[src/rtl/condicionador_botoes.sv]
// Button conditioner: per-input 2-FF synchronizer and debounce FSM, one-hot filter and start pulse.
// Optional macro CONDICIONADOR_BOTOES_PULSO_EN turns botoes into one-cycle rising-edge pulses.

module condicionador_botoes_canal #(
  parameter int unsigned DEBOUNCE_CICLOS = 50000
) (
  input  logic clock,
  input  logic reset,
  input  logic bruto_i,
  output logic nivel_o
);

  localparam int unsigned CW = $clog2(DEBOUNCE_CICLOS);
  localparam logic [CW-1:0] CNT_FIM = CW'(DEBOUNCE_CICLOS - 1);

  typedef enum logic [1:0] {
    ESTAVEL_0  = 2'd0,
    CONFIRMA_1 = 2'd1,
    ESTAVEL_1  = 2'd2,
    CONFIRMA_0 = 2'd3
  } estado_t;

  logic [1:0]    sync_q;
  estado_t       estado_q, estado_d;
  logic [CW-1:0] cnt_q, cnt_d;
  logic [CW-1:0] cnt_inc;
  logic          nivel_q, nivel_d;
  logic          amostra;

  assign amostra = sync_q[1];
  assign cnt_inc = cnt_q + CW'(1);

  // Entering CONFIRMA already counts the first stable sample, so the switch
  // happens on the cycle the counter would reach DEBOUNCE_CICLOS-1.
  always_comb begin
    estado_d = estado_q;
    cnt_d    = cnt_q;
    unique case (estado_q)
      ESTAVEL_0: begin
        if (amostra) begin
          estado_d = CONFIRMA_1;
          cnt_d    = '0;
        end
      end
      CONFIRMA_1: begin
        if (!amostra) begin
          estado_d = ESTAVEL_0;
          cnt_d    = '0;
        end else if (cnt_inc == CNT_FIM) begin
          estado_d = ESTAVEL_1;
          cnt_d    = '0;
        end else begin
          cnt_d = cnt_inc;
        end
      end
      ESTAVEL_1: begin
        if (!amostra) begin
          estado_d = CONFIRMA_0;
          cnt_d    = '0;
        end
      end
      CONFIRMA_0: begin
        if (amostra) begin
          estado_d = ESTAVEL_1;
          cnt_d    = '0;
        end else if (cnt_inc == CNT_FIM) begin
          estado_d = ESTAVEL_0;
          cnt_d    = '0;
        end else begin
          cnt_d = cnt_inc;
        end
      end
      default: begin
        estado_d = ESTAVEL_0;
        cnt_d    = '0;
      end
    endcase
    nivel_d = (estado_d == ESTAVEL_1) || (estado_d == CONFIRMA_0);
  end

  always_ff @(posedge clock or negedge reset) begin
    if (!reset) begin
      sync_q   <= '0;
      estado_q <= ESTAVEL_0;
      cnt_q    <= '0;
      nivel_q  <= 1'b0;
    end else begin
      sync_q   <= {sync_q[0], bruto_i};
      estado_q <= estado_d;
      cnt_q    <= cnt_d;
      nivel_q  <= nivel_d;
    end
  end

  assign nivel_o = nivel_q;

endmodule

module condicionador_botoes #(
  parameter int unsigned DEBOUNCE_CICLOS = 50000
) (
  input  logic       clock,
  input  logic       reset,
  input  logic [3:0] botoes_brutos,
  input  logic       jogar_bruto,
  output logic [3:0] botoes,
  output logic       jogar,
  output logic       multiplos,
  output logic [3:0] db_botoes_estaveis
);

  localparam int unsigned NB = 4;
  localparam int unsigned PW = 3;

  logic [NB-1:0] nivel_botoes;
  logic          nivel_jogar;
  logic [PW-1:0] contagem;
  logic [NB-1:0] filtro;

  logic [NB-1:0] botoes_q, botoes_d;
  logic          multiplos_q, multiplos_d;
  logic          jogar_q, jogar_d;
  logic          jogar_ant_q;
`ifdef CONDICIONADOR_BOTOES_PULSO_EN
  logic [NB-1:0] filtro_ant_q;
`endif

  for (genvar i = 0; i < int'(NB); i++) begin : g_botao
    condicionador_botoes_canal #(
      .DEBOUNCE_CICLOS(DEBOUNCE_CICLOS)
    ) u_canal (
      .clock  (clock),
      .reset  (reset),
      .bruto_i(botoes_brutos[i]),
      .nivel_o(nivel_botoes[i])
    );
  end

  condicionador_botoes_canal #(
    .DEBOUNCE_CICLOS(DEBOUNCE_CICLOS)
  ) u_canal_jogar (
    .clock  (clock),
    .reset  (reset),
    .bruto_i(jogar_bruto),
    .nivel_o(nivel_jogar)
  );

  always_comb begin
    contagem = '0;
    for (int i = 0; i < int'(NB); i++) begin
      contagem = contagem + PW'(nivel_botoes[i]);
    end
  end

  // One-hot filter: any simultaneous press masks all buttons.
  always_comb begin
    filtro      = '0;
    multiplos_d = 1'b0;
    if (contagem >= PW'(2)) begin
      multiplos_d = 1'b1;
    end else begin
      filtro = nivel_botoes;
    end
`ifdef CONDICIONADOR_BOTOES_PULSO_EN
    botoes_d = filtro & ~filtro_ant_q;
`else
    botoes_d = filtro;
`endif
    jogar_d = nivel_jogar & ~jogar_ant_q;
  end

  always_ff @(posedge clock or negedge reset) begin
    if (!reset) begin
      botoes_q     <= '0;
      multiplos_q  <= 1'b0;
      jogar_q      <= 1'b0;
      jogar_ant_q  <= 1'b0;
`ifdef CONDICIONADOR_BOTOES_PULSO_EN
      filtro_ant_q <= '0;
`endif
    end else begin
      botoes_q     <= botoes_d;
      multiplos_q  <= multiplos_d;
      jogar_q      <= jogar_d;
      jogar_ant_q  <= nivel_jogar;
`ifdef CONDICIONADOR_BOTOES_PULSO_EN
      filtro_ant_q <= filtro;
`endif
    end
  end

  assign botoes             = botoes_q;
  assign multiplos          = multiplos_q;
  assign jogar              = jogar_q;
  assign db_botoes_estaveis = nivel_botoes;

endmodule

[config.mk]
export PLATFORM = sky130hd
export DESIGN_NAME = condicionador_botoes
export DESIGN_NICKNAME = d
export VERILOG_FILES = /design/src/rtl/condicionador_botoes.sv
export SDC_FILE = /design/constraint.sdc
export NUM_CORES = 1
export LEC_CHECK = 0
export ABC_AREA = 0
export CORE_UTILIZATION = 45
export DETAILED_ROUTE_END_ITERATION = 6
export PLACE_DENSITY_LB_ADDON = 0.25
export SLEW_MARGIN = 30
export SYNTH_ARGS = -nofsm -noshare
export SYNTH_HDL_FRONTEND = slang
export SYNTH_SLANG_ARGS = --single-unit
[constraint.sdc]
create_clock -name clock -period 2.7 [get_ports clock]
set_clock_uncertainty 0.1 [all_clocks]
set_input_delay 0.675 -clock clock [delete_from_list [all_inputs] [get_ports clock]]
set_output_delay 0.675 -clock clock [all_outputs]
set_load 0.01 [all_outputs]
=== Yosys cells after proc, flatten, opt, wreduce, memory -nomap -nowiden ===
Cells that the tools add are included.

* Add/subtract/negate cells: 8
* Multiply operators: 0
* Divide/modulo/power cells: 0
* $lt $le $gt $ge: 1
* Equal/unequal tests: 40
* Shift-type cells: 0
* Muxes and demuxes: 67
* Bitwise gates (word level): 2
* Reduce and logical (&&, ||, !) cells: 15

{| class="wikitable"
|+ Operators by type and width
! cell !! number
|-
| $mux 16 || 25
|-
| $pmux 16 s4 || 5
|-
| $add 16x1->16 const B || 5
|-
| $eq 16x16->1 const B || 5
|-
| $mux 2 || 30
|-
| $eq 2x2->1 const B || 20
|-
| $pmux 2 s4 || 5
|-
| $eq 2x1->1 const B || 5
|-
| $logic_not 2->1 || 5
|-
| $ne 2x1->1 const B || 5
|-
| $ne 2x2->1 const B || 5
|-
| $reduce_and 2->1 || 5
|-
| $logic_or 1x1->1 || 5
|-
| $mux 4 || 1
|-
| $add 2x1->3 || 1
|-
| $add 3x1->3 || 1
|-
| $ge 3x2->1 const B || 1
|-
| $add 1x1->2 || 1
|-
| $and 1x1->1 || 1
|-
| $mux 1 || 1
|-
| $not 1->1 || 1
|}

* Register bits: 112
* Latch bits: 0
* RAM bits: 0
* Bits in read-only memories: 0
* Bits of input ports: 7
* Output and inout bits: 10
* Logic and storage cells: 157
* Memories kept: 0

=== Logic depth before layout (Yosys ltp) ===
Gate-level depths: netlist of the first run.

* Depth after elaboration: 7
* Gate-level depth with buffers: 10
* Gate-level depth less buffers: 8

=== Modules after synthesis ===
Synthesis of the first run repeated with hierarchy kept, for this count alone.

* Cells, all modules: 738
* Area total of the unflattened synthesis: 6880.3 µm²

{| class="wikitable"
|+ By module, submodules not included
! module !! instances !! cells an instance !! area each (µm²)
|-
| condicionador_botoes_canal at g_botao[0].u_canal ... || 4 || 145 || 1331.3
|-
| condicionador_botoes_canal at u_canal_jogar || 1 || 140 || 1298.7
|-
| condicionador_botoes || 1 || 18 || 256.5
|}

=== Worst setup path after synthesis of the first run ===
No wires, ideal clock.

* Kind: register to register
* From: register g_botao[0].u_canal.cnt_q[0]
* To: register g_botao[0].u_canal.cnt_q[9]
* Setup time: 121 ps
* Arrival: 2528 ps
* Data required time: 2479 ps
* Path slack: -49 ps
* Stages on the path, launching flop included: 10
* Clock period less this slack: 2749 ps
* Cell sequence: dfrtp_1 > ha_1 > clkbuf_1 > or2b_2 > and2_2 > a2111o_1 > o41ai_4 > buf_6 > o22ai_2 > a22o_1

* Longest elaborated chain between the ends: 5
* Elaborated cells between the ends (all ways): 6
* Those cells by class: 1 x add/sub; 1 x eq/ne; 4 x mux

{| class="wikitable"
|+ RTL lines
! element !! line !! source
|-
| start, declared || 25 || <nowiki>logic [CW-1:0] cnt_q, cnt_d;</nowiki>
|-
| start signal, assigned || 90 || <nowiki>cnt_q <= cnt_d;</nowiki>
|-
| $add 16x1->16 * || 31 || <nowiki>assign cnt_inc = cnt_q + CW'(1);</nowiki>
|-
| $eq 16x16->1 || 49, 66 ||
|-
| $mux 16 * || 49, 66 ||
|-
| $mux 16 (on tied branches) || 63, 46 ||
|-
| $pmux 16 s4 * || 38 || <nowiki>unique case (estado_q)</nowiki>
|}

Mark *: on every way between the ends. The rest lies on a longest branch, timed or not.
A chain may end at the register's enable or synchronous reset.

=== Worst setup path in the final report of the first run ===
* From: register g_botao[2].u_canal.cnt_q[8]
* To: register g_botao[2].u_canal.nivel_q

* Longest elaborated chain between the ends: 7
* Elaborated cells between the ends (all ways): 10
* Those cells by class: 1 x add/sub; 3 x eq/ne; 5 x mux; 1 x reduce/logical

{| class="wikitable"
|+ RTL lines
! element !! line !! source
|-
| start, declared || 25 ||
|-
| start signal, assigned || 90 ||
|-
| $add 16x1->16 * || 31 ||
|-
| $eq 16x16->1 * || 49, 66 ||
|-
| $mux 2 (on tied branches) || 66, 49 ||
|-
| $mux 2 (on tied branches) || 63, 46 ||
|-
| $pmux 2 s4 * || 38 ||
|-
| $eq 2x2->1 || 78 || <nowiki>nivel_d = (estado_d == ESTAVEL_1) || (estado_d == CONFIRMA_0);</nowiki>
|-
| $logic_or 1x1->1 * || 78 ||
|-
| via g_botao[2].u_canal.nivel_d || 27 || <nowiki>logic nivel_q, nivel_d;</nowiki>
|-
| end signal, assigned || 91 || <nowiki>nivel_q <= nivel_d;</nowiki>
|-
| end, declared || 27 ||
|}

The timed path passes the listed nets; every way through them passes the cells marked *.

==> results.md, run 1 <==
- The count of pins on the block boundary is 17.
- The overall die area is 15,060 um^2.
- The via density per instance is 5.872.
- The synthesized area divided by synthesized cell count is 8.838 um^2.
- Input and output buffers added on the ports amount to 16.
- The element type at the critical path start is a flip-flop.
- Across every metal layer, demand over resource in global routing totals 21.04%.
- Data on the critical path is required at its endpoint by 2.84 ns.
- For the worst-skew pair, the clock arrives at the later sink with an insertion delay of 0.36 ns.
- The arrival time reported for the critical path endpoint is 2.71 ns.
- The unique cell type count in the Yosys netlist is 72.
- Static timing analysis puts the maximum clock frequency at 390.2 MHz.
- The total number of vias is 5,631.
- Across the run, the number of max-cap violations was 0.
- OpenSTA, run right after detailed placement, puts the worst setup slack at 0.03057 ns.
- The run finished with clean final reports.
- The finished layout holds 959 standard cells, fillers aside.
- Row generation in the floorplan step produced 43 rows.
- The first TritonRoute pass finished after 5 iterations.
- The residual overflow from global routing is 0.
- The final count of pins violating max slew was 0.
- Of all cell types, the one taking the most synthesized area is sky130_fd_sc_hd__dfrtp_1.
- Entering global routing, the biggest net connects 44 pins.
- Among all flip-flop cells after synthesis, the most frequent one is sky130_fd_sc_hd__dfrtp_1.
- The relative contribution of sequential cells to total power is 52.2%.
- The post-route antenna net violation count is 0.
- The wire length of the first global-routing pass is 25,100 um.
- The path type of the worst min-delay path is in -> async.
- The via count of the first global-routing pass is 5,288.
- The starting density of the core is 46.70%.
- In this run, synthesis produced a sequential element count of 112.
- The share of the yosys chip area belonging to registers is 42.74%.
- The initial DRC count is 448.
- The post-route clock period utilization is 94.91%.
- The area overhead of the layout relative to synthesis is 13.66%.
- The number of antenna violations at the first check in global routing is 0.
- The count of antenna diodes in the layout is 0.
- The cell internal power dissipation is 2.555 mW.
- The most frequent cell after synthesis is sky130_fd_sc_hd__dfrtp_1.
- The synthesized design contains 0 enable-type register cells.
- Subtracting the final worst setup slack from the clock period gives 2.563 ns.
- The switching power total is 0.7555 mW.
- The largest driver fanout on the critical path is 7.
- The kind of end point of the critical path is a flip-flop.
- Power spread over the standard cell area amounts to 444.2 nW/um^2.
- The number of nets in the synthesized netlist is 760.
- The cell count after placement is 945.
- In the post-synthesis netlist, the biggest area contributors are sky130_fd_sc_hd__dfrtp_1, sky130_fd_sc_hd__nand2_1, sky130_fd_sc_hd__o21ai_0, sky130_fd_sc_hd__nand3_1, sky130_fd_sc_hd__nor2_1.
- The commonest cells after synthesis are sky130_fd_sc_hd__dfrtp_1, sky130_fd_sc_hd__nand2_1, sky130_fd_sc_hd__o21ai_0.
- The compound-gate portion of the synthesized area is 16.08%.
- The multiplexer fraction of the synthesized cell area is 2.023%.
- Clock-pin slew was measured on the worst setup and hold paths at 0.07 ns.
- The async set-reset flop share out of synthesis is 100.0%.
- The final estimated routing congestion in global placement is 0.9067.
- Of the total synthesized cell area, the portion taken by AND, OR, NAND and NOR gates is 28.77%.
- The half-perimeter wire length after detailed placement is 10,440 um.
- The number of H-tree levels is 3.
- The post-route netlist has 13.35% of its cells at a drive strength greater than 1.
- Summed over all cells, the static leakage comes to 3.239 nW.
- CTS placed an instance of sky130_fd_sc_hd__clkbuf_16 at the clock tree root.
- The synthesized instance count is 742.
- Power comes to 3.311 mW.
- The die is 122.7 um wide.
- The number of setup violations in the final report is 0.
- Summing the areas of all fa, ha and maj instances in the mapped netlist gives 2.213% of the synthesized area.
- Per report_power, the clock group accounts for 42.1% of the total.
- After detailed routing, the number of remaining DRC violations is 0.
- Net switching is 22.82% of the power.
- The worst supply voltage drop on vdd is 0.3424 mV.
- The final critical-path setup slack is 0.1374 ns.
- The combined area of all synthesized cells is 6558 um^2.
- TritonCTS created 9 clock buffers.
- The die is 122.7 um tall.
- The TritonCTS sink count is 112.
- The core outline area is 14,040 um^2.
- The setup path with the least slack is of type reg -> reg.
- The maximum buffer depth of the clock tree is 2.
- The synthesized-area fraction occupied by xor and xnor cells is 4.007%.
- The CTS tree is done.
- The final hold violation count is 0.
- The final net count is 794.
- The overall routed net length is 14,790 um.
- The slew at the pin with the worst max-slew slack is 0.5603 ns.
- Summed over its instances, the top area cell type makes up 42.74% of the synthesized netlist area.
- The combinational group share of total power is 5.7%.
- The combinational family with the most area after synthesis is simple AND/OR/NAND/NOR gates.
- The number of inserted filler cells in the final layout is 1,269.
- The worst pin sits at a relative slew slack of 62.36%.
- The number of synthesis warnings is 0.
- The routed wirelength normalized by instance count is 15.42 um.
layout by cell type, fill, tap and decap left out, drive strengths merged, types with 20 or more instances in the layout:
| master | synthesis | final |
|---|---|---|
| nand4 | 23 | 23 |
| nor4 | 20 | 20 |
| buf | 12 | 48 |
| dfrtp | 112 | 112 |
| nor3 | 26 | 26 |
| o21ai | 57 | 57 |
| nand2 | 110 | 110 |
| nand3 | 54 | 54 |
| nor2 | 48 | 48 |
| inv | 20 | 20 |
per-stage QoR:
stage	area (um^2)	utilization, %	hold WS (ns)	setup TNS (ns)
2_1_floorplan	6559	-	0.2312	0
3_3_place_gp	7108	50.62	0.2338	0
3_5_place_dp	7108	50.62	0.2364	0
4_1_cts	7413	52.79	0.2220	0
5_1_grt	7453	53.08	0.2455	-0.04033
6_report	7453	53.08	0.2029	0
power groups by stage:
| stage | Clock (mW) | Combinational, mW | Sequential [mW] |
|---|---|---|---|
| after detailed placement | 0 | 0.193 | 1.76 |
| final | 1.39 | 0.190 | 1.73 |
| after floorplan | 0 | 0.0929 | 1.76 |
| after global routing | 1.49 | 0.217 | 1.73 |
| after CTS | 1.44 | 0.194 | 1.73 |
| after global placement | 0 | 0.187 | 1.76 |
metal layers:
| metal | vias up | global-route usage, % | wire length [um] |
|---|---|---|---|
| li1 | 2746 | - | - |
| met3 | 21 | 4.740 | 545 |
| met1 | 2752 | 28.24 | 6877 |
| met4 | 0 | 7.698 | 257 |
| met2 | 112 | 33.15 | 7109 |
| met5 | - | 0 | 0 |
layout make-up:
cell class / count / area (um^2) / area share, %
well taps: 180 / 225.2 / 3.022
multi-input cells: 570 / 3517 / 47.19
repair buffers: 63 / 523.0 / 7.017
flip-flops and latches: 112 / 2808 / 37.67
clock inverters: 2 / 38.79 / 0.5204
inverters: 20 / 75.07 / 1.007
clock buffers: 12 / 266.5 / 3.576
flip-flops by register name, indices dropped and copies added, names as in the netlist, 2 cells and up:
register,flops
u_canal_jogar.estado_q,2
g_botao.u_canal.cnt_q,64
g_botao.u_canal.estado_q,8
u_canal_jogar.sync_q,2
u_canal_jogar.cnt_q,16
botoes,4
g_botao.u_canal.nivel_o,4
g_botao.u_canal.sync_q,8
timing repair:
action | 4_1_cts | 5_1_grt
hold buffers | 0 | 0
setup endpoints to repair | 0 | 20
hold endpoints to repair | 0 | 0
resized for setup | 0 | 10
buffers inserted | 0 | 0
worst paths after layout:
kind	slack, ns	end	startpoint	depth (start not counted)
min in group clock	0.25	u_canal_jogar.sync_q[1]	u_canal_jogar.sync_q[0]	0
worst max-delay path	0.14	g_botao[2].u_canal.nivel_o	g_botao[2].u_canal.cnt_q[8]	6
worst min-delay path	0.20	g_botao[3].u_canal.estado_q[0]	reset	1
max in group asynchronous	1.69	g_botao[0].u_canal.cnt_q[5]	reset	2
worst min register to register	0.25	u_canal_jogar.sync_q[1]	u_canal_jogar.sync_q[0]	0
worst max register to register	0.14	g_botao[2].u_canal.nivel_o	g_botao[2].u_canal.cnt_q[8]	6
logic make-up after synthesis:
group | count (synthesis)
adders and majority gates | 11
buffers and inverters | 60
DFF | 112
xor gates and xnor gates | 30
muxes | 12
AOI/OAI and AO/OA | 154
and+or+nand+nor | 363
critical path, stage by stage (launching register included):
cell and delay [ns]:
sky130_fd_sc_hd__dfrtp_1 0.47, sky130_fd_sc_hd__nand4_1 0.23, sky130_fd_sc_hd__nor4_1 0.39, sky130_fd_sc_hd__xnor2_1 0.18
sky130_fd_sc_hd__a2111oi_4 0.41, sky130_fd_sc_hd__and4_1 0.32, sky130_fd_sc_hd__mux2_2 0.34
No activity file was read; power rests on OpenSTA's default activity.
==> inputs of run 2 (changes only) <==
CELL_PAD_IN_SITES_DETAIL_PLACEMENT = 1   (was unset)
CELL_PAD_IN_SITES_GLOBAL_PLACEMENT = 1   (was unset)
CORE_UTILIZATION = 44   (was 45)
==> run 2 against run 1 <==
Compared with the run above:
- power fell by 0.76%
- critical path type unchanged
- clock power hardly changed
- cell count rose by 1.1%
- maximum frequency shrank 1.1%
- register-to-register slack worse by 0.03 ns
- highest routed layer unchanged
- core utilization decreased by 1.3 points
- largest cell class unchanged
- die area grew 2.2%
- critical endpoint is now g_botao[0].u_canal.cnt_q[8]
- sequential share of layout area is 0.38 points lower
- flip-flop and latch count unchanged
- sequential power about the same
==> results.md, run 2 (synthesized netlist as in run 1, its figures left out) <==
- The half-perimeter wire length after detailed placement is 12,710 um (+22%).
- The wire length of the first global-routing pass is 29,410 um (+17%).
- The via count of the first global-routing pass is 5,986 (+13%).
- TritonCTS built the clock tree.
- The number of inserted filler cells in the final layout is 1,705 (+34%).
- The signal on the critical path passes through nand3_1 > nor2_1 > and3_2 > xor2_2 > o41ai_4 > buf_4 > or3_2 > o211ai_1.
- The fraction of power spent switching nets came to 25.72% (+2.9 points).
- The via density per instance was 5.968 (+1.6%).
- The residual overflow from global routing came to 0 (unchanged).
- The combinational group share of total power was 6.1% (+0.4 points).
- The clock network fraction of design power came to 41.3% (-0.8 points).
- The largest registers in the layout are g_botao.u_canal.cnt_q: 64 flops, u_canal_jogar.cnt_q: 16 flops.
- The maximum buffer depth of the clock tree is 2 (unchanged).
- The max-cap violation count was 0 (unchanged).
- The power per standard cell area is 436.3 nW/um^2 (-1.8%).
- The TritonCTS buffer count is 9 (unchanged).
- The total number of vias is 5,789 (+2.8%).
- The number of antenna violations at the first check in global routing came to 0 (unchanged).
- The total power draw is 3.286 mW (-0.76%).
- The number of cells in the finished layout apart from fillers is 970 (+1.1%).
- Setup repair after global routing could not meet its margin everywhere.
- The post-route core utilization was 51.81% (-1.3 points).
- The final hold violation count is 0 (unchanged).
- The number of optimization iterations in the first detailed-route pass was 4 (-1).
- The required time at the worst-slack endpoint is 2.88 ns (+0.04 ns).
- The count of antenna diodes in the layout is 0 (unchanged).
- The arrival time reported for the critical path endpoint is 2.77 ns (+0.06 ns).
- The die extent in x was 124.1 um (+1.1%).
- The library cells used most frequently in the layout, excluding fill and tap cells, are sky130_fd_sc_hd__nand2_1, sky130_fd_sc_hd__dfrtp_1, sky130_fd_sc_hd__o21ai_0, sky130_fd_sc_hd__nand3_1, sky130_fd_sc_hd__buf_4.
- The static leakage came to 3.264 nW (+0.75%).
- The worst setup path is of the reg -> reg kind.
- The clock transition at the registers of the reported paths is 0.08 ns (about the same).
- The hold buffer count at CTS is 0 (unchanged).
- The hold slack is 0.2077 ns (+0.004795 ns).
- The startpoint identified for the worst register-to-register timing path is g_botao[0].u_canal.cnt_q[10].
- The pin count of the biggest net entering global routing is 46 (+4.5%).
- The TritonCTS sink count is 112 (unchanged).
- The number of flip-flops in the largest register is 64 (unchanged).
- The highest attainable clock frequency is 385.9 MHz (-1.1%).
- The overall routed net length is 17,810 um (+20%).
- The fraction of final layout cells with drive strength greater than 1 came to 14.89% (+1.5 points).
- The start point of the critical path is g_botao[0].u_canal.cnt_q[10].
- The cell count after placement is 953 (+0.85%).
- The switching power total is 0.8449 mW (+12%).
- The core outline area is 14,530 um^2 (+3.5%).
- The slew at the pin with the worst max-slew slack is 0.6420 ns (+0.08168 ns).
- The tightest min-delay check is of the in -> async type.
- The count of pins on the block boundary was 17 (unchanged).
- The height of the die is 124.1 um (+1.1%).
- The overall routing resource usage is 24.39% (+3.3 points).
- The count of port buffers added during placement is 16 (unchanged).
- The relative contribution of sequential cells to total power came to 52.6% (+0.4 points).
- The total negative setup slack was 0 ns (unchanged).
- The post-route clock period utilization is 95.97% (+1.1 points).
- The largest individual stage delay along the critical path comes from the cell sky130_fd_sc_hd__dfrtp_1.
- The flow ran to the end, and the final reports show no timing, DRC or antenna violations.
- The initial DRC count is 329 (-27%).
- The post-route antenna net violation count is 0 (unchanged).
- The relative slew slack is 57.04% (-5.3 points).
- The number of H-tree levels was 3 (unchanged).
- The cell internal power dissipation was 2.441 mW (-4.5%).
- The site row count is 44 (+2.3%).
- The post-detailed-route DRC marker count was 0 (unchanged).
- The final estimated routing congestion in global placement came to 0.9106 (+0.43%).
- More flip-flops sit in one register than any other, and that register is g_botao.u_canal.cnt_q.
- The kind of end point of the critical path is a flip-flop.
- The clock insertion delay at the later pin of the skew report is 0.36 ns (about the same).
- The largest driver fanout on the critical path is 7 (unchanged).
- The overall die area is 15,400 um^2 (+2.2%).
- Clock tree synthesis selected as its root buffer the cell sky130_fd_sc_hd__clkbuf_16.
- The final period demand of the worst path is 2.591 ns (+0.02877 ns).
- The final net count is 799 (+0.63%).
- The number of setup violations in the final report is 0 (unchanged).
- The worst supply voltage drop on vdd is 0.3344 mV (-2.3%).
- The leading cell type in the layout, fill and taps excluded is sky130_fd_sc_hd__nand2_1.
- The starting density of the core is 45.12% (-1.6 points).
- The final count of pins violating max slew is 0 (unchanged).
- The area growth from synthesis to layout is 14.83%.
- The highest cell delay on the worst timing path was 0.48 ns (about the same).
- The routed wirelength normalized by instance count is 18.36 um (+19%).
- STA classifies the critical path startpoint as a flip-flop.
-- run 2: changes by cell type in the layout (fill, tap and decap cells not counted), moves of 2 or more --
cell | before | now
sky130_fd_sc_hd__buf_4 | 47 | 51
sky130_fd_sc_hd__clkbuf_8 | 3 | 1
sky130_fd_sc_hd__inv_6 | 0 | 2
sky130_fd_sc_hd__inv_8 | 0 | 2
sky130_fd_sc_hd__nor4_1 | 17 | 12
sky130_fd_sc_hd__nor4_2 | 2 | 7
-- run 2: area by class of cell --
class | count | area, um^2 | area share [%]
clock buffers | 10 | 239.0 | 3.174
clock inverters | 6 | 56.30 | 0.7478
inverters | 20 | 75.07 | 0.9970
multi-input cells | 570 | 3557 | 47.24
flip-flops and latches | 112 | 2808 | 37.29
well taps | 184 | 230.2 | 3.057
repair buffers | 68 | 564.3 | 7.494
-- run 2: layer usage --
metal,track usage (%),up-vias,routed length (um)
met5,0,-,0
met4,5.952,0,264
met3,4.258,21,387
met2,42.16,70,9006
met1,31.48,2936,8146
li1,-,2762,-
-- run 2: final timing paths --
kind	slack, ns	cells after the start	end
max	0.11	8	g_botao[0].u_canal.cnt_q[8]
min in group clock	0.25	0	g_botao[2].u_canal.sync_q[1]
max reg2reg	0.11	8	g_botao[0].u_canal.cnt_q[8]
min reg2reg	0.25	0	g_botao[2].u_canal.sync_q[1]
max in group asynchronous	1.64	2	u_canal_jogar.cnt_q[1]
min	0.21	1	g_botao[3].u_canal.cnt_q[10]
-- run 2: per-stage QoR --
stage               setup WS [ns]  instance area, um^2
floorplan                 0.02459                 6559
global placement           0.1162                 7143
detailed placement        0.02688                 7143
CTS                       0.01590                 7438
global route             -0.03628                 7530
finish                     0.1087                 7530
-- run 2: power groups by stage --
stage | clock network, mW | registers [mW] | logic [mW]
floorplan | 0 | 1.76 | 0.0929
global placement | 0 | 1.76 | 0.191
detailed placement | 0 | 1.76 | 0.201
CTS | 1.41 | 1.73 | 0.203
global route | 1.45 | 1.73 | 0.223
finish | 1.36 | 1.73 | 0.200
-- run 2: worst max-delay path: cells and delay by family, from the launching register on --
kind                   cells  cell delay, ns
AO/OA/AOI/OAI              2            0.23
buffers and inverters      1            0.17
AND/OR/NAND/NOR            4            1.29
flip-flops                 1            0.48
XOR/XNOR                   1            0.25
-- run 2: repair_timing --
item / CTS / global route
setup buffers: 0 / 1
endpoints found under the setup margin: 0 / 28
gates resized for setup: 0 / 18
==> inputs of run 3 (changes only) <==
GPL_ROUTABILITY_DRIVEN = 0   (was unset)
==> run 3 against run 2 <==
Compared with the run above:
- highest routed layer unchanged
- clock-buffer cell count stayed put
- critical endpoint is now g_botao[1].u_canal.cnt_q[9]
- worst hold slack worse by 0.0048 ns
- wire length is 1.0% lower
- clock power grew 8%
==> results.md, run 3 (synthesized netlist as in run 1, its figures left out) <==
- The post-route clock period utilization came to 95.51% (-0.46 points).
- The CTS tree is done.
- In the final layout, the registers with the most flip-flops are g_botao.u_canal.cnt_q: 64 flops, u_canal_jogar.cnt_q: 16 flops.
- The post-detailed-route DRC marker count came to 0 (unchanged).
- The final net count came to 799 (unchanged).
- The count of antenna diodes in the layout was 0 (unchanged).
- The hold buffer count at CTS came to 0 (unchanged).
- Leaving out fill and tap cells, the most frequent cells in the layout are sky130_fd_sc_hd__nand2_1, sky130_fd_sc_hd__dfrtp_1, sky130_fd_sc_hd__o21ai_0, sky130_fd_sc_hd__nand3_1, sky130_fd_sc_hd__buf_4.
- The total negative setup slack is 0 ns (unchanged).
- The number of optimization iterations in the first detailed-route pass is 5 (+1).
- The number of H-tree levels is 3 (unchanged).
- The routed wirelength normalized by instance count is 18.17 um (-1.0%).
- The residual overflow from global routing is 0 (unchanged).
- The maximum buffer depth of the clock tree came to 2 (unchanged).
- The path type of the worst min-delay path is in -> async.
- The wire length of the first global-routing pass is 28,950 um (-1.6%).
- The clock transition at the registers of the reported paths is 0.08 ns (about the same).
- The half-perimeter wire length after detailed placement was 12,620 um (-0.71%).
- The post-route antenna net violation count is 0 (unchanged).
- The TritonCTS sink count is 112 (unchanged).
- The power per standard cell area is 451.4 nW/um^2 (+3.5%).
- The static leakage is 3.276 nW (+0.38%).
- The overall routed net length came to 17,620 um (-1.0%).
- The clock network fraction of design power is 43.2% (+1.9 points).
- The relative contribution of sequential cells to total power is 50.8% (-1.8 points).
- The max-cap violation count was 0 (unchanged).
- The final hold violation count is 0 (unchanged).
- The clock insertion delay at the later pin of the skew report is 0.36 ns (about the same).
- The cell count of the worst reg-to-reg path is 8 (unchanged).
- The site row count is 44 (unchanged).
- The fraction of final layout cells with drive strength greater than 1 is 14.12% (-0.76 points).
- The count of port buffers added during placement is 16 (unchanged).
- The arrival time reported for the critical path endpoint is 2.72 ns (-0.05 ns).
- The cell sitting at the root of the clock tree is a sky130_fd_sc_hd__clkbuf_16.
- The leading cell type in the layout, fill and taps excluded is sky130_fd_sc_hd__nand2_1.
- The post-route core utilization is 51.86% (about the same).
- The number of cells in the finished layout apart from fillers is 970 (unchanged).
- The slew at the pin with the worst max-slew slack is 0.6034 ns (-0.03862 ns).
- The run finished with clean final reports.
- The number of flip-flops in the largest register was 64 (unchanged).
- The number of antenna violations at the first check in global routing is 0 (unchanged).
- The overall routing resource usage is 24.08% (-0.31 points).
- The starting density of the core is 45.12% (unchanged).
- The largest driver fanout on the critical path came to 7 (unchanged).
- The combinational group share of total power is 6.1% (about the same).
- The relative slew slack came to 59.40% (+2.4 points).
- The total power draw is 3.402 mW (+3.6%).
- The worst supply voltage drop on vdd was 0.4284 mV (+28%).
- Counting flops per register, the top entry is g_botao.u_canal.cnt_q.
- The die extent in x is 124.1 um (unchanged).
- The count of pins on the block boundary was 17 (unchanged).
- The initial DRC count is 389 (+18%).
- The TritonCTS buffer count is 9 (unchanged).
- The core outline area is 14,530 um^2 (unchanged).
- The overall die area is 15,400 um^2 (unchanged).
- Setup repair after global routing could not meet its margin everywhere.
- The final count of pins violating max slew is 0 (unchanged).
- The via count of the first global-routing pass is 5,978 (-0.13%).
- The height of the die is 124.1 um (unchanged).
- The highest attainable clock frequency came to 387.8 MHz (+0.49%).
- The fraction of power spent switching nets came to 23.94% (-1.8 points).
- The area overhead of the layout relative to synthesis is 14.94% (about the same).
- The number of setup violations in the final report is 0 (unchanged).
- The final critical-path setup slack is 0.1212 ns (+0.01255 ns).
- The required time at the worst-slack endpoint came to 2.84 ns (-0.04 ns).
- The switching power total came to 0.8146 mW (-3.6%).
- The classification of the worst setup path is reg -> reg.
- The pin count of the biggest net entering global routing is 40 (-13%).
- The cell count after placement came to 953 (unchanged).
- The via density per instance is 5.996 (+0.47%).
- The cell internal power dissipation was 2.588 mW (+6.0%).
- The total number of vias came to 5,816 (+0.47%).
- STA classifies the critical path endpoint as a flip-flop.
- The minimum setup slack after placement is 0.02802 ns (+0.001139 ns).
- The final period demand of the worst path was 2.579 ns (-0.01255 ns).
- The worst setup path is launched from a flip-flop.
[run 3: cell types whose count changed in the layout (fill, tap and decap cells not counted), sizes merged]
cell      change
clkinvlp      +2
bufinv        +2
clkinv        -1
inv           -3
[run 3: worst paths after layout]
check	start	end	slack, ns
worst max-delay path	g_botao[1].u_canal.cnt_q[6]	g_botao[1].u_canal.cnt_q[9]	0.12
worst max register to register	g_botao[1].u_canal.cnt_q[6]	g_botao[1].u_canal.cnt_q[9]	0.12
max in group asynchronous	reset	g_botao[3].u_canal.cnt_q[3]	1.62
worst min-delay path	reset	g_botao[0].u_canal.cnt_q[4]	0.20
worst min register to register	g_botao[3].u_canal.sync_q[0]	g_botao[3].u_canal.sync_q[1]	0.25
min in group clock	g_botao[3].u_canal.sync_q[0]	g_botao[3].u_canal.sync_q[1]	0.25
[run 3: layout make-up]
class,instances,area (um^2)
Fill cell,1696,6997
Multi-Input combinational cell,570,3526
Sequential cell,112,2809
Timing Repair Buffer,68,576.8
Tap cell,184,230.2
Clock buffer,10,229.0
Clock inverter,6,91.34
Inverter,20,75.07
[run 3: metal layers]
layer | wire (um) | global-route usage (%) | vias up | share of wire (%)
met5 | 0 | 0 | - | 0
met4 | 209 | 6.920 | 0 | 1.2
met3 | 438 | 4.167 | 20 | 2.5
met2 | 9021 | 41.57 | 93 | 51
met1 | 7953 | 30.74 | 2944 | 45
li1 | - | - | 2759 | -
[run 3: timing repair]
item                                    in CTS  in global routing
endpoints found under the setup margin       0                 33
resized for setup                            0                 13
buffers inserted                             0                  1
[run 3: worst max-delay path, cell delays in order, from the launching register on]
cell,delay [ns]
sky130_fd_sc_hd__dfrtp_2,0.42
sky130_fd_sc_hd__nand4_1,0.23
sky130_fd_sc_hd__o31a_1,0.38
sky130_fd_sc_hd__a2111oi_2,0.42
sky130_fd_sc_hd__o21ai_0,0.18
sky130_fd_sc_hd__o31ai_2,0.22
sky130_fd_sc_hd__buf_4,0.20
sky130_fd_sc_hd__nor3b_1,0.06
sky130_fd_sc_hd__a211o_1,0.26
[run 3: per-stage QoR]
stage | hold slack, ns | area (um^2)
finish | 0.2029 | 7537
detailed placement | 0.2365 | 7156
floorplan | 0.2312 | 6559
global placement | 0.2317 | 7156
global route | 0.2516 | 7537
CTS | 0.2278 | 7476
[run 3: power by group through the flow]
stage	clock [mW]	sequential [mW]	combinational, mW
3_5_place_dp	0	1.76	0.206
3_3_place_gp	0	1.76	0.195
2_1_floorplan	0	1.76	0.0929
5_1_grt	1.57	1.73	0.231
4_1_cts	1.51	1.73	0.208
6_report	1.47	1.73	0.206
